[src/rtl/ray_dispatcher_if.sv]
// Avalon-MM master bus between the ray dispatcher and SDRAM.
// Signal names keep the original avm_m1_* port names.
interface ray_dispatcher_if;
  logic        avm_m1_read;
  logic        avm_m1_write;
  logic [31:0] avm_m1_address;
  logic [15:0] avm_m1_writedata;
  logic [1:0]  avm_m1_byteenable;
  logic [15:0] avm_m1_readdata;
  logic        avm_m1_readdatavalid;
  logic        avm_m1_waitrequest;

  modport master (
    output avm_m1_read, avm_m1_write, avm_m1_address, avm_m1_writedata, avm_m1_byteenable,
    input  avm_m1_readdata, avm_m1_readdatavalid, avm_m1_waitrequest
  );

  modport slave (
    input  avm_m1_read, avm_m1_write, avm_m1_address, avm_m1_writedata, avm_m1_byteenable,
    output avm_m1_readdata, avm_m1_readdatavalid, avm_m1_waitrequest
  );
endinterface

[src/rtl/ray_dispatcher.sv]
// Ray batch controller: fetches each 6-dword ray record over a 16-bit AVMM
// master, launches the triangle intersector, waits for its finish and writes
// the 3-dword closest-hit record back. One ray in flight at a time.
module ray_dispatcher #(
  parameter int unsigned RAY_STRIDE = 24,
  parameter int unsigned RES_STRIDE = 12
) (
  input  logic         clk,
  input  logic         reset,
  input  logic         start,
  input  logic [31:0]  ray_baseaddr,
  input  logic [31:0]  ray_cnt,
  input  logic [31:0]  res_baseaddr,
  input  logic [31:0]  tri_cnt,
  output logic         busy,
  output logic         done,
  output logic         ins_ivalid,
  output logic [191:0] ins_ray,
  output logic [31:0]  ins_tri_cnt,
  input  logic         ins_hit,
  input  logic [31:0]  ins_t,
  input  logic [31:0]  ins_tri_index,
  input  logic         ins_finish,
  ray_dispatcher_if.master avm
);

  typedef enum logic [2:0] {
    S_IDLE, S_RD_REQ, S_RD_WAIT, S_LAUNCH, S_RUN, S_WR, S_NEXT, S_FIN
  } state_t;

  state_t         r_state;
  logic           r_busy;
  logic           r_done;
  logic           r_ivalid;
  logic [191:0]   r_ins_ray;
  logic [31:0]    r_tri_cnt;
  logic           r_read;
  logic           r_write;
  logic [31:0]    r_addr;
  logic [15:0]    r_wdata;
  logic [31:0]    r_ray_cnt;
  logic [31:0]    r_ray_ptr;   // byte address of the current ray record
  logic [31:0]    r_res_ptr;   // byte address of the current result record
  logic [31:0]    r_idx;       // ray index r
  logic [3:0]     r_h;         // halfword counter h
  logic [95:0]    r_rec;       // result record, word0 in [31:0]
  logic           r_first;     // first RUN cycle marker

  logic [3:0]     w_h_inc;
  logic [31:0]    w_rd_next_addr;
  logic [31:0]    w_wr_next_addr;
  logic [95:0]    w_miss_rec;
  logic [95:0]    w_cap_rec;

  assign w_h_inc        = r_h + 4'd1;
  assign w_rd_next_addr = r_ray_ptr + {27'b0, w_h_inc, 1'b0};
  assign w_wr_next_addr = r_res_ptr + {27'b0, w_h_inc, 1'b0};
  assign w_miss_rec     = {32'h0000_0000, 32'h7fff_ffff, 32'h0000_0000};
  assign w_cap_rec      = ins_hit ? {ins_tri_index, ins_t, 31'b0, 1'b1} : w_miss_rec;

  assign busy        = r_busy;
  assign done        = r_done;
  assign ins_ivalid  = r_ivalid;
  assign ins_ray     = r_ins_ray;
  assign ins_tri_cnt = r_tri_cnt;

  assign avm.avm_m1_read       = r_read;
  assign avm.avm_m1_write      = r_write;
  assign avm.avm_m1_address    = r_addr;
  assign avm.avm_m1_writedata  = r_wdata;
  assign avm.avm_m1_byteenable = 2'b11;

  // Batch FSM; every bus/intersector output is registered and set up on the
  // transition into the state that owns it, so it is valid for that whole state.
  always_ff @(posedge clk) begin
    if (reset) begin
      r_state   <= S_IDLE;
      r_busy    <= 1'b0;
      r_done    <= 1'b0;
      r_ivalid  <= 1'b0;
      r_ins_ray <= '0;
      r_tri_cnt <= '0;
      r_read    <= 1'b0;
      r_write   <= 1'b0;
      r_addr    <= '0;
      r_wdata   <= '0;
      r_ray_cnt <= '0;
      r_ray_ptr <= '0;
      r_res_ptr <= '0;
      r_idx     <= '0;
      r_h       <= '0;
      r_rec     <= '0;
      r_first   <= 1'b0;
    end else begin
      case (r_state)
        S_IDLE: begin
          r_done <= 1'b0;
          if (start) begin
            r_ray_cnt <= ray_cnt;
            r_tri_cnt <= tri_cnt;
            r_ray_ptr <= ray_baseaddr;
            r_res_ptr <= res_baseaddr;
            r_idx     <= '0;
            r_h       <= '0;
            r_busy    <= 1'b1;
            if (ray_cnt != 32'd0) begin
              r_read  <= 1'b1;
              r_addr  <= ray_baseaddr;
              r_state <= S_RD_REQ;
            end else begin
              r_state <= S_FIN;
            end
          end
        end

        S_RD_REQ: begin
          if (!avm.avm_m1_waitrequest) begin
            r_read  <= 1'b0;
            r_state <= S_RD_WAIT;
          end
        end

        S_RD_WAIT: begin
          if (avm.avm_m1_readdatavalid) begin
            r_ins_ray[{r_h, 4'b0000} +: 16] <= avm.avm_m1_readdata;
            if (r_h == 4'd11) begin
              r_state <= S_LAUNCH;
            end else begin
              r_h     <= w_h_inc;
              r_read  <= 1'b1;
              r_addr  <= w_rd_next_addr;
              r_state <= S_RD_REQ;
            end
          end
        end

        // ins_ivalid is registered here, so it is high during the first RUN cycle.
        S_LAUNCH: begin
          r_h <= '0;
          if (r_tri_cnt == 32'd0) begin
            r_rec   <= w_miss_rec;
            r_write <= 1'b1;
            r_addr  <= r_res_ptr;
            r_wdata <= w_miss_rec[15:0];
            r_state <= S_WR;
          end else begin
            r_ivalid <= 1'b1;
            r_first  <= 1'b1;
            r_state  <= S_RUN;
          end
        end

        // finish may still be high from the previous ray during the launch cycle.
        S_RUN: begin
          r_ivalid <= 1'b0;
          r_first  <= 1'b0;
          if (!r_first && ins_finish) begin
            r_rec   <= w_cap_rec;
            r_h     <= '0;
            r_write <= 1'b1;
            r_addr  <= r_res_ptr;
            r_wdata <= w_cap_rec[15:0];
            r_state <= S_WR;
          end
        end

        S_WR: begin
          if (!avm.avm_m1_waitrequest) begin
            if (r_h == 4'd5) begin
              r_write <= 1'b0;
              r_state <= S_NEXT;
            end else begin
              r_h     <= w_h_inc;
              r_addr  <= w_wr_next_addr;
              r_wdata <= r_rec[{w_h_inc[2:0], 4'b0000} +: 16];
            end
          end
        end

        S_NEXT: begin
          r_idx <= r_idx + 32'd1;
          r_h   <= '0;
          if (r_idx + 32'd1 == r_ray_cnt) begin
            r_state <= S_FIN;
          end else begin
            r_ray_ptr <= r_ray_ptr + 32'(RAY_STRIDE);
            r_res_ptr <= r_res_ptr + 32'(RES_STRIDE);
            r_read    <= 1'b1;
            r_addr    <= r_ray_ptr + 32'(RAY_STRIDE);
            r_state   <= S_RD_REQ;
          end
        end

        S_FIN: begin
          r_done  <= 1'b1;
          r_busy  <= 1'b0;
          r_state <= S_IDLE;
        end

        default: r_state <= S_IDLE;
      endcase
    end
  end

endmodule

[src/flat_wrapper.sv]
// flat-port wrapper written by rule: the top's interface ports become plain ports
module ray_dispatcher_flat 
#(
  parameter int unsigned RAY_STRIDE = 24,
  parameter int unsigned RES_STRIDE = 12
)
  (clk, reset, start, ray_baseaddr, ray_cnt, res_baseaddr, tri_cnt, busy, done, ins_ivalid, ins_ray, ins_tri_cnt, ins_hit, ins_t, ins_tri_index, ins_finish, avm_avm_m1_read, avm_avm_m1_write, avm_avm_m1_address, avm_avm_m1_writedata, avm_avm_m1_byteenable, avm_avm_m1_readdata, avm_avm_m1_readdatavalid, avm_avm_m1_waitrequest);
  ray_dispatcher_if avm_i ();
  input  logic clk;
  input  logic reset;
  input  logic start;
  input  logic [31:0] ray_baseaddr;
  input  logic [31:0] ray_cnt;
  input  logic [31:0] res_baseaddr;
  input  logic [31:0] tri_cnt;
  output logic busy;
  output logic done;
  output logic ins_ivalid;
  output logic [191:0] ins_ray;
  output logic [31:0] ins_tri_cnt;
  input  logic ins_hit;
  input  logic [31:0] ins_t;
  input  logic [31:0] ins_tri_index;
  input  logic ins_finish;
  output wire logic [$bits(avm_i.avm_m1_read)-1:0] avm_avm_m1_read;
  output wire logic [$bits(avm_i.avm_m1_write)-1:0] avm_avm_m1_write;
  output wire logic [$bits(avm_i.avm_m1_address)-1:0] avm_avm_m1_address;
  output wire logic [$bits(avm_i.avm_m1_writedata)-1:0] avm_avm_m1_writedata;
  output wire logic [$bits(avm_i.avm_m1_byteenable)-1:0] avm_avm_m1_byteenable;
  input wire logic [$bits(avm_i.avm_m1_readdata)-1:0] avm_avm_m1_readdata;
  input wire logic [$bits(avm_i.avm_m1_readdatavalid)-1:0] avm_avm_m1_readdatavalid;
  input wire logic [$bits(avm_i.avm_m1_waitrequest)-1:0] avm_avm_m1_waitrequest;
  assign avm_avm_m1_read = avm_i.avm_m1_read;
  assign avm_avm_m1_write = avm_i.avm_m1_write;
  assign avm_avm_m1_address = avm_i.avm_m1_address;
  assign avm_avm_m1_writedata = avm_i.avm_m1_writedata;
  assign avm_avm_m1_byteenable = avm_i.avm_m1_byteenable;
  assign avm_i.avm_m1_readdata = avm_avm_m1_readdata;
  assign avm_i.avm_m1_readdatavalid = avm_avm_m1_readdatavalid;
  assign avm_i.avm_m1_waitrequest = avm_avm_m1_waitrequest;
  ray_dispatcher #(.RAY_STRIDE(RAY_STRIDE), .RES_STRIDE(RES_STRIDE)) u_core (.clk(clk), .reset(reset), .start(start), .ray_baseaddr(ray_baseaddr), .ray_cnt(ray_cnt), .res_baseaddr(res_baseaddr), .tri_cnt(tri_cnt), .busy(busy), .done(done), .ins_ivalid(ins_ivalid), .ins_ray(ins_ray), .ins_tri_cnt(ins_tri_cnt), .ins_hit(ins_hit), .ins_t(ins_t), .ins_tri_index(ins_tri_index), .ins_finish(ins_finish), .avm(avm_i));
endmodule
[config.mk]
export PLATFORM = sky130hd
export DESIGN_NAME = ray_dispatcher_flat
export DESIGN_NICKNAME = d
export VERILOG_FILES = /design/src/rtl/ray_dispatcher_if.sv /design/src/rtl/ray_dispatcher.sv /design/src/flat_wrapper.sv
export SDC_FILE = /design/constraint.sdc
export NUM_CORES = 1
export LEC_CHECK = 0
export CAP_MARGIN = 10
export CORE_MARGIN = 2
export CORE_UTILIZATION = 35
export CTS_CLUSTER_DIAMETER = 100
export DETAILED_ROUTE_END_ITERATION = 7
export PLACE_DENSITY = 0.56
export SLEW_MARGIN = 15
export SYNTH_ARGS = -nofsm -noshare
export SYNTH_HDL_FRONTEND = slang
export SYNTH_SLANG_ARGS = --single-unit
[constraint.sdc]
create_clock -name clk -period 12 [get_ports clk]
set_clock_uncertainty 0.1 [all_clocks]
set_input_delay 2.4 -clock clk [delete_from_list [all_inputs] [get_ports clk]]
set_output_delay 2.4 -clock clk [all_outputs]
set_load 0.02 [all_outputs]
==> metrics list <==
* Hold_buf cts: 0
- Number of cells produced by synthesis: 3177
* Met2 routed wirelength: 49300 um
- Top Layer Used: met5
- Sequential elements use 39.1% of the synthesized area.
* Transition time at the pin with the least slew margin: 1630 ps
* Met3 layer wire length in the routed design: 9740 um
* Floorplan row count: 96
- In this run the critical register-to-register path is launched from u_core.r_idx[3].
- Static leakage: 10.8 nW
- Once detail routing completed, the nets flagged for antenna violations numbered 0.
- The clock period could shrink to 5650 ps.
* Syn-to-layout area delta: 29.6%
* Max transition margin: -8.93%
* First-pass GRT wire length: 156000 um
* Period utilization: 47.1%
* Clk_lat worst skew: 630 ps
* Number of max-slew violations in the final report: 106
- Worst Hold Class: flip-flop to flip-flop
- CTS Buf Count: 54
- Endpoints failing setup: 0
- The count of buffers added on input and output ports is 491.
* Distinct cell type count after synthesis: 81
* Starting density of the core: 35.5%
- TritonCTS built the clock tree.
* Combined global-route utilization of all metal layers: 28.1%
* Largest net degree at the start of global routing: 226
- In the final timing run, aggregate negative setup slack is 0 ps.
- The completed layout was analyzed and its total power is 5.27 mW.
- Power density cells: 167 mW/mm^2
- Count of endpoints failing hold in the final timing report: 0
- Ordered list of cells on the worst path: clkdlybuf4s50_1 -> nand2b_1 -> o21ai_0 -> a21oi_1 -> a2111oi_2 -> o31ai_1 -> or2_0 -> nor2_1 -> mux2_2
- Detailed placement ended at an HPWL of 73000 um.
* Run status: finished, violations left
* Start point of the worst hold path: u_core.ins_ray[118]
- Critical path buffers and inverters: 1
- Y dimension of the die: 268 um
- Longest Clk Path Bufs: 3
- Routability-driven placement finished with a final weighted congestion of 0.955.
- VDD sags by at most 0.0950 mV.
- In the final routed layout, each cell accounts on average for 24.0 um.
- Buffers added to address setup during post-CTS repair amount to 0.
- The path with the worst hold slack has its endpoint at u_core.ins_ray[118].
* Failing checks: max-slew violations
- Global-route congestion overflow total: 0
- Total wirelength of the detailed-routed design: 106000 um
- Area of the die: 0.0719 sq mm
- Initial antenna violation count: 17
- Sinks on the clock net: 477
* Final Util: 46.0%
* R2R depth: 9
- Via/cell ratio: 5.89
- STA classifies the critical path endpoint as a flip-flop.
- CTS root buf: sky130_fd_sc_hd__clkbuf_16
* Setup repair after global routing missed its margin: false
- Along the worst path, the maximum fanout reaches 17.
- Worst R2R End: u_core.r_ray_ptr[29]
- Flops & latches, synth: 477
* Number of stages on the worst setup path: 9
- For this block, the via count after detailed routing is 26000.
- The number of global-route vias before repair came to 24400.
* Yosys warning count: 0
- For the worst setup path, the data arrival time is 6050 ps.
- NumNets Final: 3669
- Mean instance size in the synthesized netlist: 7.68 sq um
- Post-cts sizing count: 0
- Number of top-level pins: 494
* Crit-path slowest cell: sky130_fd_sc_hd__nor2_1
* Number of max-capacitance violations reported: 0
* # H-tree levels: 2
- Broken down by cell family, the worst path's largest delay share belongs to simple AND/OR/NAND/NOR gates.
- The worst hold path passes through 2 cells.
* CORE AREA: 0.0688 sq mm
- The synthesized design contains 0 enable-type register cells.
- Primary flip-flop cell chosen by synthesis mapping: sky130_fd_sc_hd__dfxtp_1
* Slack of the worst reg-to-reg path: 6610 ps
* Data required, critical path: 12400 ps
- Worst Setup Start Kind: input port
- In this run, the number of DRC markers left after iteration 0 of detailed routing was 2463.
- Total standard cell area after synthesis: 0.0244 sq mm
- The critical path is of the input port to flip-flop type.
- Clock-pin slew was measured on the worst setup and hold paths at 60 ps.
- Die Span X: 268 um
- Max Fclk: 0.177 GHz
- Number of search-and-repair iterations in the first detailed-routing pass: 6
* Fraction of registers with async set or reset after synthesis: 0%
* Routed metal-1 wire length: 42700 um
* Fraction of final layout cells sized beyond drive strength 1: 6.28%
- In the routed design, unresolved DRC markers number 0.
- Biggest cell delay along the critical path: 790 ps
- Layout fillers: 6782
## cells by family (layout without fill, tap and decap cells)
family                     Yosys count  after routing  synth area share [%]
AOI/OAI and AO/OA                  895            895                  23.5
other                                1              5                0.0154
muxes                               78             78                  3.22
buffers and inverters              357            665                  5.76
xor gates and xnor gates           111            111                  3.98
adders and majority gates           14             14                 0.749
DFF                                477            477                  39.1
and+or+nand+nor                   1244           1244                  23.7
## registers in the layout, summed over array words and instances (netlist names)
register / flops
u_core.avm.avm_m1_read: 1
u_core.r_rec: 65
u_core.r_state: 3
u_core.ins_tri_cnt: 32
u_core.avm.avm_m1_address: 32
u_core.ins_ivalid: 1
u_core.r_res_ptr: 32
u_core.r_h: 4
u_core.avm.avm_m1_write: 1
u_core.busy: 1
u_core.r_idx: 32
u_core.avm.avm_m1_writedata: 16
u_core.r_ray_cnt: 32
u_core.r_ray_ptr: 32
u_core.ins_ray: 192
u_core.done: 1
## Yosys cell counts (5+ instances only)
cell	count	area, sq um
sky130_fd_sc_hd__xor2_1	39	342
sky130_fd_sc_hd__o22ai_1	21	131
sky130_fd_sc_hd__o221a_2	35	394
sky130_fd_sc_hd__a211oi_1	24	180
sky130_fd_sc_hd__or4_1	14	105
sky130_fd_sc_hd__a31oi_1	36	225
sky130_fd_sc_hd__or3_1	18	113
sky130_fd_sc_hd__a21oi_1	376	1880
sky130_fd_sc_hd__o21ai_1	9	45.0
sky130_fd_sc_hd__and3_1	32	200
sky130_fd_sc_hd__and4_1	9	78.8
sky130_fd_sc_hd__buf_1	21	78.8
sky130_fd_sc_hd__nand4_1	40	250
sky130_fd_sc_hd__nand2b_1	8	50.1
sky130_fd_sc_hd__xnor2_1	72	631
sky130_fd_sc_hd__dfxtp_1	477	9550
sky130_fd_sc_hd__a31o_2	5	43.8
sky130_fd_sc_hd__ha_1	13	163
sky130_fd_sc_hd__nand3_1	199	996
sky130_fd_sc_hd__o221ai_1	17	149
sky130_fd_sc_hd__nor2b_1	16	100
sky130_fd_sc_hd__buf_2	22	110
sky130_fd_sc_hd__and2_1	18	113
sky130_fd_sc_hd__o211ai_1	54	405
sky130_fd_sc_hd__a22oi_1	65	488
sky130_fd_sc_hd__inv_1	28	105
sky130_fd_sc_hd__a211o_1	5	43.8
sky130_fd_sc_hd__mux2_2	5	56.3
sky130_fd_sc_hd__clkbuf_1	277	1040
sky130_fd_sc_hd__a21o_1	9	67.6
sky130_fd_sc_hd__a221o_1	5	50.1
sky130_fd_sc_hd__mux2i_1	73	731
sky130_fd_sc_hd__nand2_1	467	1750
sky130_fd_sc_hd__nor2_1	244	916
sky130_fd_sc_hd__nor3_1	78	390
sky130_fd_sc_hd__or2_2	6	37.5
sky130_fd_sc_hd__o311ai_0	6	52.6
sky130_fd_sc_hd__o21ai_0	105	526
sky130_fd_sc_hd__o31ai_1	43	323
sky130_fd_sc_hd__nor4b_1	7	61.3
sky130_fd_sc_hd__a221oi_1	29	254
sky130_fd_sc_hd__o2111ai_1	8	70.1
sky130_fd_sc_hd__nor4_1	67	419
## per-layer routing
metal,global-route usage (%),vias to the layer above
li1,-,12000
met1,35.9,12600
met2,45.9,1221
met3,7.06,228
met4,10.4,28
met5,0,-
## worst max path at each step
stage               startpoint                            end
floorplan           ins_finish  u_core.avm.avm_m1_address[11]
global placement    ins_finish   u_core.avm.avm_m1_address[9]
detailed placement  ins_finish   u_core.avm.avm_m1_address[9]
CTS                 ins_finish   u_core.avm.avm_m1_address[9]
global route        ins_finish   u_core.avm.avm_m1_address[9]
finish              ins_finish   u_core.avm.avm_m1_address[9]
## power breakdown
part	internal [mW]	leakage (nW)	total, mW	switching (mW)
registers	1.73	3.87	1.95	0.217
logic	0.533	5.94	1.46	0.924
clock network	1.14	0.979	1.87	0.724
total	3.41	10.8	5.27	1.87
## worst register-to-register path, stage by stage (launching register included)
cell                      delay [ps]
sky130_fd_sc_hd__dfxtp_1         520
sky130_fd_sc_hd__nand4_1         570
sky130_fd_sc_hd__or4_1           880
sky130_fd_sc_hd__xnor2_1         190
sky130_fd_sc_hd__a211o_1         290
sky130_fd_sc_hd__or4_1           620
sky130_fd_sc_hd__or4_1           550
sky130_fd_sc_hd__buf_4           320
sky130_fd_sc_hd__nand2_2         900
sky130_fd_sc_hd__o221a_2         360
## area by class of cell
type	instances	area, sq um	area share (%)
Clock inverter	27	454	1.44
Timing Repair Buffer	533	5250	16.6
Multi-Input combinational cell	2344	13500	42.8
Tap cell	931	1160	3.68
Sequential cell	477	9550	30.2
Clock buffer	75	1550	4.90
Inverter	30	115	0.364
Antenna cell	3	7.51	0.0237
## metrics by stage
stage	hold slack [ps]	cell area (sq um)	std cells	worst slack, ps
after CTS	352	31600	4417	6380
after global placement	339	29600	4315	5800
final	352	31600	4420	6350
after global routing	365	31600	4419	5950
after floorplan	329	24400	3178	7030
after detailed placement	344	29600	4315	5740
## cells in the final DEF, fill, tap and decap left out, types with 21 or more instances in the layout
cell,instances
sky130_fd_sc_hd__o221a_2,35
sky130_fd_sc_hd__o22ai_1,21
sky130_fd_sc_hd__clkdlybuf4s50_1,490
sky130_fd_sc_hd__a211oi_1,24
sky130_fd_sc_hd__buf_4,41
sky130_fd_sc_hd__nand2_1,464
sky130_fd_sc_hd__and3_1,32
sky130_fd_sc_hd__xor2_1,39
sky130_fd_sc_hd__o21ai_0,105
sky130_fd_sc_hd__nor3_1,74
sky130_fd_sc_hd__nor4_1,66
sky130_fd_sc_hd__a221oi_1,29
sky130_fd_sc_hd__nor2_1,239
sky130_fd_sc_hd__nand4_1,40
sky130_fd_sc_hd__clkbuf_16,55
sky130_fd_sc_hd__o211ai_1,54
sky130_fd_sc_hd__inv_1,28
sky130_fd_sc_hd__xnor2_1,72
sky130_fd_sc_hd__nand3_1,198
sky130_fd_sc_hd__o31ai_1,43
sky130_fd_sc_hd__dfxtp_1,474
sky130_fd_sc_hd__mux2i_1,73
sky130_fd_sc_hd__a31oi_1,36
sky130_fd_sc_hd__a22oi_1,65
sky130_fd_sc_hd__a21oi_1,375
Power figures use the tool's default switching activity.
